===== src/rtl/psum_requant_packer.sv =====
// psum_requant_packer
// Converts signed partial sums back to int8 activations: round half toward
// +inf, arithmetic right shift, optional ReLU, saturate to int8. Four results
// are packed per output word, lane 0 first. A single global advance signal
// moves the whole two-stage pipe, so downstream backpressure freezes
// everything, including a partially filled word.

module psum_requant_packer #(
  parameter int LANES  = 4,
  parameter int PSUM_W = 24
) (
  input  logic                 clk,
  input  logic                 rst_n,
  input  logic [4:0]           cfg_shift,
  input  logic                 cfg_relu,
  input  logic                 psum_valid,
  output logic                 psum_ready,
  input  logic [PSUM_W-1:0]    psum_data,
  input  logic                 psum_last,
  output logic                 ofmap_valid,
  input  logic                 ofmap_ready,
  output logic [8*LANES-1:0]   ofmap_data,
  output logic [LANES-1:0]     ofmap_keep,
  output logic                 ofmap_last
);

  // One guard bit above the psum keeps the rounding add from overflowing.
  localparam int XW = PSUM_W + 1;
  localparam int CW = $clog2(LANES);

  localparam logic [4:0]           SHIFT_MAX = 5'(PSUM_W - 1);
  localparam logic [CW-1:0]        CNT_LAST  = CW'(LANES - 1);
  localparam logic signed [XW-1:0] SAT_HI    = XW'(127);
  localparam logic signed [XW-1:0] SAT_LO    = XW'(-128);

  // ReLU (optional) followed by clamping to the int8 range.
  function automatic logic [7:0] relu_sat(input logic signed [XW-1:0] r,
                                          input logic relu);
    logic [7:0] b;
    if (relu && (r[XW-1] == 1'b1)) begin
      b = 8'h00;
    end else if (r > SAT_HI) begin
      b = 8'h7F;
    end else if (r < SAT_LO) begin
      b = 8'h80;
    end else begin
      b = r[7:0];
    end
    return b;
  endfunction

  // Registers
  logic                   ready_en_q, ready_en_d;
  logic                   s1_valid_q, s1_valid_d;
  logic signed [XW-1:0]   s1_r_q, s1_r_d;
  logic                   s1_last_q, s1_last_d;
  logic                   s1_relu_q, s1_relu_d;
  logic [CW-1:0]          cnt_q, cnt_d;
  logic [LANES-1:0][7:0]  lane_q, lane_d;
  logic [LANES-1:0]       keep_q, keep_d;
  logic                   ofmap_valid_q, ofmap_valid_d;
  logic [8*LANES-1:0]     ofmap_data_q, ofmap_data_d;
  logic [LANES-1:0]       ofmap_keep_q, ofmap_keep_d;
  logic                   ofmap_last_q, ofmap_last_d;

  // Combinational helpers
  logic                   adv_s;
  logic                   accept_s;
  logic [4:0]             shift_s;
  logic signed [XW-1:0]   rnd_s;
  logic signed [XW-1:0]   x_s;
  logic signed [XW-1:0]   r_s;
  logic [7:0]             byte_s;
  logic [LANES-1:0][7:0]  lane_fill_s;
  logic [LANES-1:0]       keep_fill_s;

  // Global advance and input handshake; ready stays low until the first edge after reset.
  always_comb begin
    adv_s      = (!ofmap_valid_q) | ofmap_ready;
    psum_ready = ready_en_q & adv_s;
    accept_s   = psum_valid & psum_ready;
  end

  // Stage 1: round, then arithmetic shift using the beat's own config.
  always_comb begin
    shift_s = (cfg_shift > SHIFT_MAX) ? SHIFT_MAX : cfg_shift;
    if (shift_s == 5'd0) begin
      rnd_s = '0;
    end else begin
      rnd_s = XW'(1) << (shift_s - 5'd1);
    end
    x_s = $signed({psum_data[PSUM_W-1], psum_data}) + rnd_s;
    r_s = x_s >>> shift_s;

    ready_en_d = 1'b1;
    s1_valid_d = s1_valid_q;
    s1_r_d     = s1_r_q;
    s1_last_d  = s1_last_q;
    s1_relu_d  = s1_relu_q;
    if (adv_s) begin
      s1_valid_d = accept_s;
      if (accept_s) begin
        s1_r_d    = r_s;
        s1_last_d = psum_last;
        s1_relu_d = cfg_relu;
      end else begin
        s1_r_d    = s1_r_q;
      end
    end else begin
      s1_valid_d = s1_valid_q;
    end
  end

  // Stage 2: drop the clamped byte into the next lane and emit a word when full or on last.
  always_comb begin
    byte_s      = relu_sat(s1_r_q, s1_relu_q);
    lane_fill_s = lane_q;
    lane_fill_s[cnt_q] = byte_s;
    keep_fill_s = keep_q | (LANES'(1) << cnt_q);

    cnt_d         = cnt_q;
    lane_d        = lane_q;
    keep_d        = keep_q;
    ofmap_valid_d = ofmap_valid_q;
    ofmap_data_d  = ofmap_data_q;
    ofmap_keep_d  = ofmap_keep_q;
    ofmap_last_d  = ofmap_last_q;
    if (adv_s) begin
      // Any held word retires here; it is replaced only if a new one completes.
      ofmap_valid_d = 1'b0;
      if (s1_valid_q) begin
        if ((cnt_q == CNT_LAST) || s1_last_q) begin
          ofmap_valid_d = 1'b1;
          ofmap_data_d  = lane_fill_s;
          ofmap_keep_d  = keep_fill_s;
          ofmap_last_d  = s1_last_q;
          lane_d        = '0;
          keep_d        = '0;
          cnt_d         = '0;
        end else begin
          lane_d = lane_fill_s;
          keep_d = keep_fill_s;
          cnt_d  = cnt_q + CW'(1);
        end
      end else begin
        cnt_d = cnt_q;
      end
    end else begin
      ofmap_valid_d = ofmap_valid_q;
    end
  end

  // State registers, cleared asynchronously.
  always_ff @(posedge clk or negedge rst_n) begin
    if (!rst_n) begin
      ready_en_q    <= 1'b0;
      s1_valid_q    <= 1'b0;
      s1_r_q        <= '0;
      s1_last_q     <= 1'b0;
      s1_relu_q     <= 1'b0;
      cnt_q         <= '0;
      lane_q        <= '0;
      keep_q        <= '0;
      ofmap_valid_q <= 1'b0;
      ofmap_data_q  <= '0;
      ofmap_keep_q  <= '0;
      ofmap_last_q  <= 1'b0;
    end else begin
      ready_en_q    <= ready_en_d;
      s1_valid_q    <= s1_valid_d;
      s1_r_q        <= s1_r_d;
      s1_last_q     <= s1_last_d;
      s1_relu_q     <= s1_relu_d;
      cnt_q         <= cnt_d;
      lane_q        <= lane_d;
      keep_q        <= keep_d;
      ofmap_valid_q <= ofmap_valid_d;
      ofmap_data_q  <= ofmap_data_d;
      ofmap_keep_q  <= ofmap_keep_d;
      ofmap_last_q  <= ofmap_last_d;
    end
  end

  // Output ports are driven straight from flops.
  always_comb begin
    ofmap_valid = ofmap_valid_q;
    ofmap_data  = ofmap_data_q;
    ofmap_keep  = ofmap_keep_q;
    ofmap_last  = ofmap_last_q;
  end

endmodule


===== config.mk =====
export PLATFORM = sky130hd
export DESIGN_NAME = psum_requant_packer
export DESIGN_NICKNAME = d
export VERILOG_FILES = /design/src/rtl/psum_requant_packer.sv
export SDC_FILE = /design/constraint.sdc
export NUM_CORES = 1
export LEC_CHECK = 0
export ABC_AREA = 1
export BUFFER_PORTS_ARGS = -buffer_cell sky130_fd_sc_hd__buf_2
export CORE_UTILIZATION = 50
export DETAILED_ROUTE_END_ITERATION = 10
export PLACE_DENSITY = 0.79
export SLEW_MARGIN = 15
export SYNTH_ARGS = -nofsm -noshare
export SYNTH_HDL_FRONTEND = slang
export SYNTH_SLANG_ARGS = --single-unit

===== constraint.sdc =====
create_clock -name clk -period 1.7 [get_ports clk]
set_clock_uncertainty 0.2 [all_clocks]
set_input_delay 0.17 -clock clk [delete_from_list [all_inputs] [get_ports clk]]
set_output_delay 0.17 -clock clk [all_outputs]
set_load 0.02 [all_outputs]

==> results of run 1 <==
==> worst max-delay path by stage <==
stage / end / slack [ns] / startpoint
CTS: s1_r_q[6] / -1.14 / cfg_shift[3]
finish: s1_r_q[5] / -1.42 / cfg_shift[3]
floorplan: s1_r_q[7] / -1.19 / cfg_shift[4]
detailed placement: s1_r_q[6] / -1.73 / cfg_shift[4]
global route: s1_r_q[7] / -1.61 / cfg_shift[3]
global placement: s1_r_q[10] / -1.69 / cfg_shift[4]
==> per-stage QoR <==
stage	TNS [ns]	util	hold WS, ns	instances	setup WS, ns
6_report	-52.46	0.7461	0.02953	1584	-1.416
3_3_place_gp	-62.30	0.6099	-0.07745	1532	-1.687
3_5_place_dp	-65.69	0.6099	-0.07415	1532	-1.731
4_1_cts	-38.30	0.6822	0.04149	1569	-1.144
5_1_grt	-57.04	0.7461	0.04729	1584	-1.613
2_1_floorplan	-28.19	-	-0.3256	1200	-1.185
==> layout by cell type (no fill, tap or decap), types with 10 or more instances in the layout <==
| cell type | n |
|---|---|
| inv_1 | 154 |
| o21ai_0 | 10 |
| nor2_1 | 69 |
| nor2_2 | 23 |
| ha_1 | 16 |
| dfrtp_1 | 103 |
| nand3_2 | 74 |
| buf_12 | 10 |
| nor2_4 | 20 |
| o21ai_2 | 31 |
| ha_4 | 11 |
| buf_6 | 16 |
| inv_2 | 23 |
| a21oi_1 | 25 |
| nand3_1 | 91 |
| buf_4 | 113 |
| nand2_1 | 285 |
| buf_2 | 69 |
| nand2_4 | 18 |
| o21ai_1 | 49 |
| clkbuf_16 | 14 |
| nand2_2 | 65 |
==> state kept, by name, indices dropped and copies added, names as in the netlist <==
| signal | count |
|---|---|
| ofmap_keep | 4 |
| s1_r_q | 25 |
| ready_en_q | 1 |
| s1_valid_q | 1 |
| ofmap_data | 32 |
| ofmap_valid | 1 |
| keep_q | 4 |
| s1_last_q | 1 |
| ofmap_last | 1 |
| s1_relu_q | 1 |
| cnt_q | 2 |
| lane_q | 32 |
==> worst max-delay path, stage by stage <==
cell and delay [ns]:
buf_8 0.10, nand2_8 0.08, nand2_8 0.05, nor2_4 0.11, inv_2 0.05, nor2_4 0.17, buf_4 0.17, inv_1 0.06
nor2_1 0.18, ha_4 0.19, nand2_1 0.10, inv_1 0.09, buf_4 0.11, nand2_1 0.05, nor2_1 0.22, nand3_1 0.19
nand4_1 0.26, nand3_2 0.17, nand3_2 0.12, nand3_1 0.11, nand3_1 0.11, nand2_1 0.08, nor2_1 0.13, nor2_1 0.05
==> cell type report <==
| class | count | area [um2] | area share |
|---|---|---|---|
| clock buffers | 12 | 236.5 | 0.02093 |
| flip-flops and latches | 105 | 2630 | 0.2327 |
| well taps | 188 | 235.2 | 0.02081 |
| multi-input cells | 872 | 5605 | 0.4960 |
| repair buffers | 220 | 1809 | 0.1601 |
| clock inverters | 4 | 76.32 | 0.006754 |
| inverters | 183 | 708.2 | 0.06267 |
==> kinds of logic (layout without fill, tap and decap cells) <==
family / Yosys count / in the layout / share of synthesized area
and+or+nand+nor: 685 / 685 / 0.3897
buffers and inverters: 223 / 419 / 0.1115
other: 2 / 2 / 0.0009730
DFF: 105 / 105 / 0.3404
xor gates and xnor gates: 4 / 4 / 0.004538
AOI/OAI and AO/OA: 152 / 152 / 0.1049
adders and majority gates: 29 / 29 / 0.04798
==> report_power, final <==
| group | internal, mW | switching, mW | total (mW) |
|---|---|---|---|
| registers | 3.34 | 0.676 | 4.01 |
| clock network | 1.30 | 0.961 | 2.26 |
| logic | 2.51 | 3.89 | 6.40 |
==> per-layer routing <==
layer  vias up  GRT usage
met4         0     0.1198
met5         -          0
met3       204    0.05523
met1      4418     0.4356
met2       754     0.5297
li1       4212          -
==> repair_timing <==
| action | in CTS | in global routing |
|---|---|---|
| resized for setup | 217 | 193 |
| buffers inserted | 17 | 12 |
| setup endpoints to repair | 86 | 96 |
| cloned | 2 | 5 |
| hold buffers | 4 | 0 |
| pin swaps | 75 | 93 |
| endpoints found under the hold margin | 108 | 0 |
==> flow_summary.json, run 1 <==
{
  "ys_types": 38,
  "die_y_um": 126.2,
  "clkTransAtPathRegs_ns": 0.07,
  "grt_overflow": 0,
  "reg2reg_depth": 9,
  "cp-end-kind": "flop",
  "hold_class": "input pin to flop",
  "maxCapViolations": 0,
  "yosys_warnings": 0,
  "avgRoutedWirePerCell_um": 19.15,
  "ys_async_sr_fraction": 1.000,
  "grt_max_degree": 29,
  "cp_data_arrival_time_ns": 3.16,
  "hold_depth": 5,
  "crit_type": "input pin to flop",
  "wl_met1_um": 11560,
  "yosys.cell_count.top_type": "nand2_1",
  "status": "complete, but fails checks",
  "initial_core_util": 0.5096,
  "cp_max_fo": 4,
  "start_kind": "input pin",
  "syn_inst": 1200,
  "drt_iter0_markers": 1359,
  "grt_first_pass_wirelength_um": 41210,
  "period_minus_slack_ns": 3.116,
  "cts_tree": "yes",
  "hold_viol_final": 0,
  "worstHoldEndpoint": "ofmap_valid",
  "top_layer": "met4",
  "antenna_cells": 0,
  "fin_nets": 1455,
  "track_usage": 0.3257,
  "place_congestion": 0.9664,
  "synth-seq-cells": 105,
  "area_growth_pct": 46.41,
  "slew_viol_final": 0,
  "antenna_found_initial": 0,
  "synth_area_leader_cell": "dfrtp_1",
  "power_density_nw_per_um2": 1122,
  "min_from": "ofmap_ready",
  "violations": "setup timing",
  "fp.dieW_um": 126.2,
  "critPathRequiredTime_ns": 1.74,
  "syn_area_per_cell_um2": 6.432,
  "ios": 74,
  "netlist_area_um2": 7719,
  "synth_area_leaders": "dfrtp_1 34%, nand2_1 17%, nand3_1 10%",
  "vias": 9588,
  "fin_area_um2": 11300,
  "irDropWorstVdd_uv": 794.2,
  "synth_edf_count": 0,
  "drtPass1Iterations": 7,
  "rsz0062_at_grt": "yes",
  "regToRegEndpoint": "lane_q[9]",
  "cts-buffers-inserted": 9,
  "cellLeakagePower_nw": 5.864,
  "core_area_um2": 15150,
  "drive_above_1_share": 0.3983,
  "die_area_um2": 15940,
  "wl_um": 30330,
  "placedInstanceArea_um2": 9238,
  "max-clock-path-buffers": 2,
  "synth_top_area_frac": 0.3404,
  "fmax_ghz": 0.3209,
  "cts_max_level": 3,
  "fillCellCount": 954,
  "grt_pass1_vias": 8429,
  "dp_hpwl_um": 17790,
  "synth_common_cells": "354 x nand2_1, 180 x inv_1, 159 x nand3_1",
  "seq_area_frac_synth": 0.3404,
  "period_share": 1.833,
  "clock_tree.root_cell": "clkbuf_16",
  "met2_length_um": 13630,
  "reg2reg_slack_ns": -0.60,
  "insertion_delay_ns": 0.35,
  "clock-sinks": 105,
  "port_buffers": 73,
  "synthFlopType": "dfrtp_1",
  "syn_nets": 1264,
  "total_power_mw": 12.68,
  "drc": 0,
  "ant_nets": 0,
  "reg2reg_from": "s1_r_q[14]",
  "worst_slack_ns": -1.416,
  "finalSetupViolCount": 80,
  "met3_wirelength_um": 3270,
  "vias_per_cell": 6.053,
  "rows": 45
}
No activity file was read; power rests on OpenSTA's default activity.
==> run 2: changes to the inputs <==
--- a/config.mk
+++ b/config.mk
@@ -7,10 +7,10 @@
 export LEC_CHECK = 0
 export ABC_AREA = 1
 export BUFFER_PORTS_ARGS = -buffer_cell sky130_fd_sc_hd__buf_2
+export CORE_ASPECT_RATIO = 1.75
 export CORE_UTILIZATION = 50
 export DETAILED_ROUTE_END_ITERATION = 10
 export PLACE_DENSITY = 0.79
-export SLEW_MARGIN = 15
 export SYNTH_ARGS = -nofsm -noshare
 export SYNTH_HDL_FRONTEND = slang
 export SYNTH_SLANG_ARGS = --single-unit
==> flow_summary.json, run 2 (synthesis results as in run 1) <==
{
  "status": "complete, but fails checks",
  "violations": "setup timing",
  "die_y_um": 166.4,
  "slowest_delay_ns": 0.35,
  "grt_overflow": 0,
  "period_minus_slack_ns": 2.994,
  "vias": 9253,
  "cts_tree": "yes",
  "critical_path.top_delay_family": "simple AND/OR/NAND/NOR gates",
  "fin_area_um2": 11780,
  "cts_max_level": 3,
  "holdWs_ns": 0.08814,
  "area_growth_pct": 52.63,
  "vias_per_cell": 5.776,
  "crit_path_top_delay_cell": "fa_2",
  "grt_use_met3": 0.02930,
  "die_area_um2": 15960,
  "grt_use_met2": 0.6345,
  "cp-end-kind": "flop",
  "track_usage": 0.3419,
  "grt_first_pass_wirelength_um": 41700,
  "core_area_um2": 14990,
  "final_cell_mix": "276 x nand2_1, 153 x inv_1, 135 x buf_4",
  "worst_slack_ns": -1.294,
  "slew_viol_final": 0,
  "insertion_delay_ns": 0.35,
  "start_kind": "input pin",
  "antenna_found_initial": 0,
  "drtPass1Iterations": 7,
  "rsz0062_at_grt": "yes",
  "drc": 0,
  "clock_tree.root_cell": "clkbuf_16",
  "grt.busiest_layer": "met2",
  "crit_type": "input pin to flop",
  "reg2reg_from": "s1_r_q[10]",
  "fp.dieW_um": 95.92,
  "final.setup.tns_ns": -50.77,
  "clkTransAtPathRegs_ns": 0.07,
  "critPathRequiredTime_ns": 1.78,
  "drt_iter0_markers": 486,
  "placedInstanceArea_um2": 9319,
  "wl_um": 30670,
  "met1_usage": 0.3256,
  "fillCellCount": 1004,
  "avgRoutedWirePerCell_um": 19.14,
  "drive_above_1_share": 0.4228,
  "ant_nets": 0,
  "cp.depth": 25,
  "grt_pass1_vias": 8831,
  "fin_nets": 1478,
  "cp_num_buf_inv": 3,
  "ios": 74,
  "cellLeakagePower_nw": 6.011,
  "dp_hpwl_um": 19230,
  "cts-buffers-inserted": 9,
  "grt_max_degree": 59,
  "antenna_cells": 0,
  "fmax_ghz": 0.3340,
  "initial_core_util": 0.5151,
  "port_buffers": 73,
  "reg2reg_depth": 10,
  "irDropWorstVdd_uv": 731.2,
  "dpl_worst_slack_ns": -1.756,
  "cp_data_arrival_time_ns": 3.07,
  "rows": 59,
  "period_share": 1.761,
  "hold_class": "input pin to async pin",
  "place_congestion": 1.010,
  "finalSetupViolCount": 79,
  "maxCapViolations": 0,
  "crit_start": "cfg_shift[3]",
  "clock-sinks": 105,
  "layout_commonest_cell": "nand2_1",
  "cp_max_fo": 3,
  "power_density_nw_per_um2": 1105,
  "hold_viol_final": 0,
  "max-clock-path-buffers": 2
}
-- run 2: cell count changes in the layout (fill, tap and decap cells not counted), sizes merged --
cell	previous run	this run
buf	211	235
clkinv	1	4
inv	182	179
clkbuf	17	15
bufinv	2	3
-- run 2: worst register-to-register path: stages (launching register included) --
cell and delay, ns:
dfrtp_1 0.37, inv_1 0.11, nor4_4 0.35, nand3_1 0.17, o21ai_4 0.19, buf_6 0.16, buf_12 0.11, a21oi_4 0.10
nand2_1 0.12, o21ai_2 0.07, o21ai_1 0.16
-- run 2: worst paths after layout --
kind	slack, ns	to
min	0.09	ofmap_data[15]
min reg2reg	0.27	ofmap_keep[3]
min in group clk	0.09	s1_r_q[0]
max	-1.29	s1_r_q[11]
max in group asynchronous	0.64	cnt_q[1]
max reg2reg	-0.48	lane_q[14]
-- run 2: cell type report --
cell class / count / area [um2] / share of cell area
multi-input cells: 872 / 5924 / 0.5029
clock buffers: 11 / 232.7 / 0.01975
clock inverters: 5 / 103.9 / 0.008815
repair buffers: 243 / 1948 / 0.1654
inverters: 183 / 711.9 / 0.06043
well taps: 183 / 229.0 / 0.01944
flip-flops and latches: 105 / 2631 / 0.2233
-- run 2: per-stage QoR --
step	power, mW	cells	util
floorplan	6.409	1200	-
global placement	8.091	1542	0.6219
detailed placement	8.238	1542	0.6219
CTS	11.49	1582	0.7117
global route	13.68	1602	0.7862
finish	13.02	1602	0.7862
-- run 2: timing repair --
action                                  4_1_cts  5_1_grt
hold buffers                                  4        0
pin swaps                                    90      113
endpoints found under the hold margin       109        0
cloned                                        0        4
setup buffers                                22       16
endpoints found under the setup margin       77       84
gates resized for setup                     274      196
-- run 2: power breakdown --
part           switching (mW)  leakage (nW)  internal (mW)
Sequential              0.620          1.32           3.34
Clock                   0.911         0.164           1.44
Combinational            3.99          4.53           2.72
-- run 2: routing by layer --
layer | wire (um) | part of all wire
met5 | 0 | 0
met2 | 16070 | 0.52
met1 | 9559 | 0.31
met3 | 1814 | 0.059
met4 | 3216 | 0.10
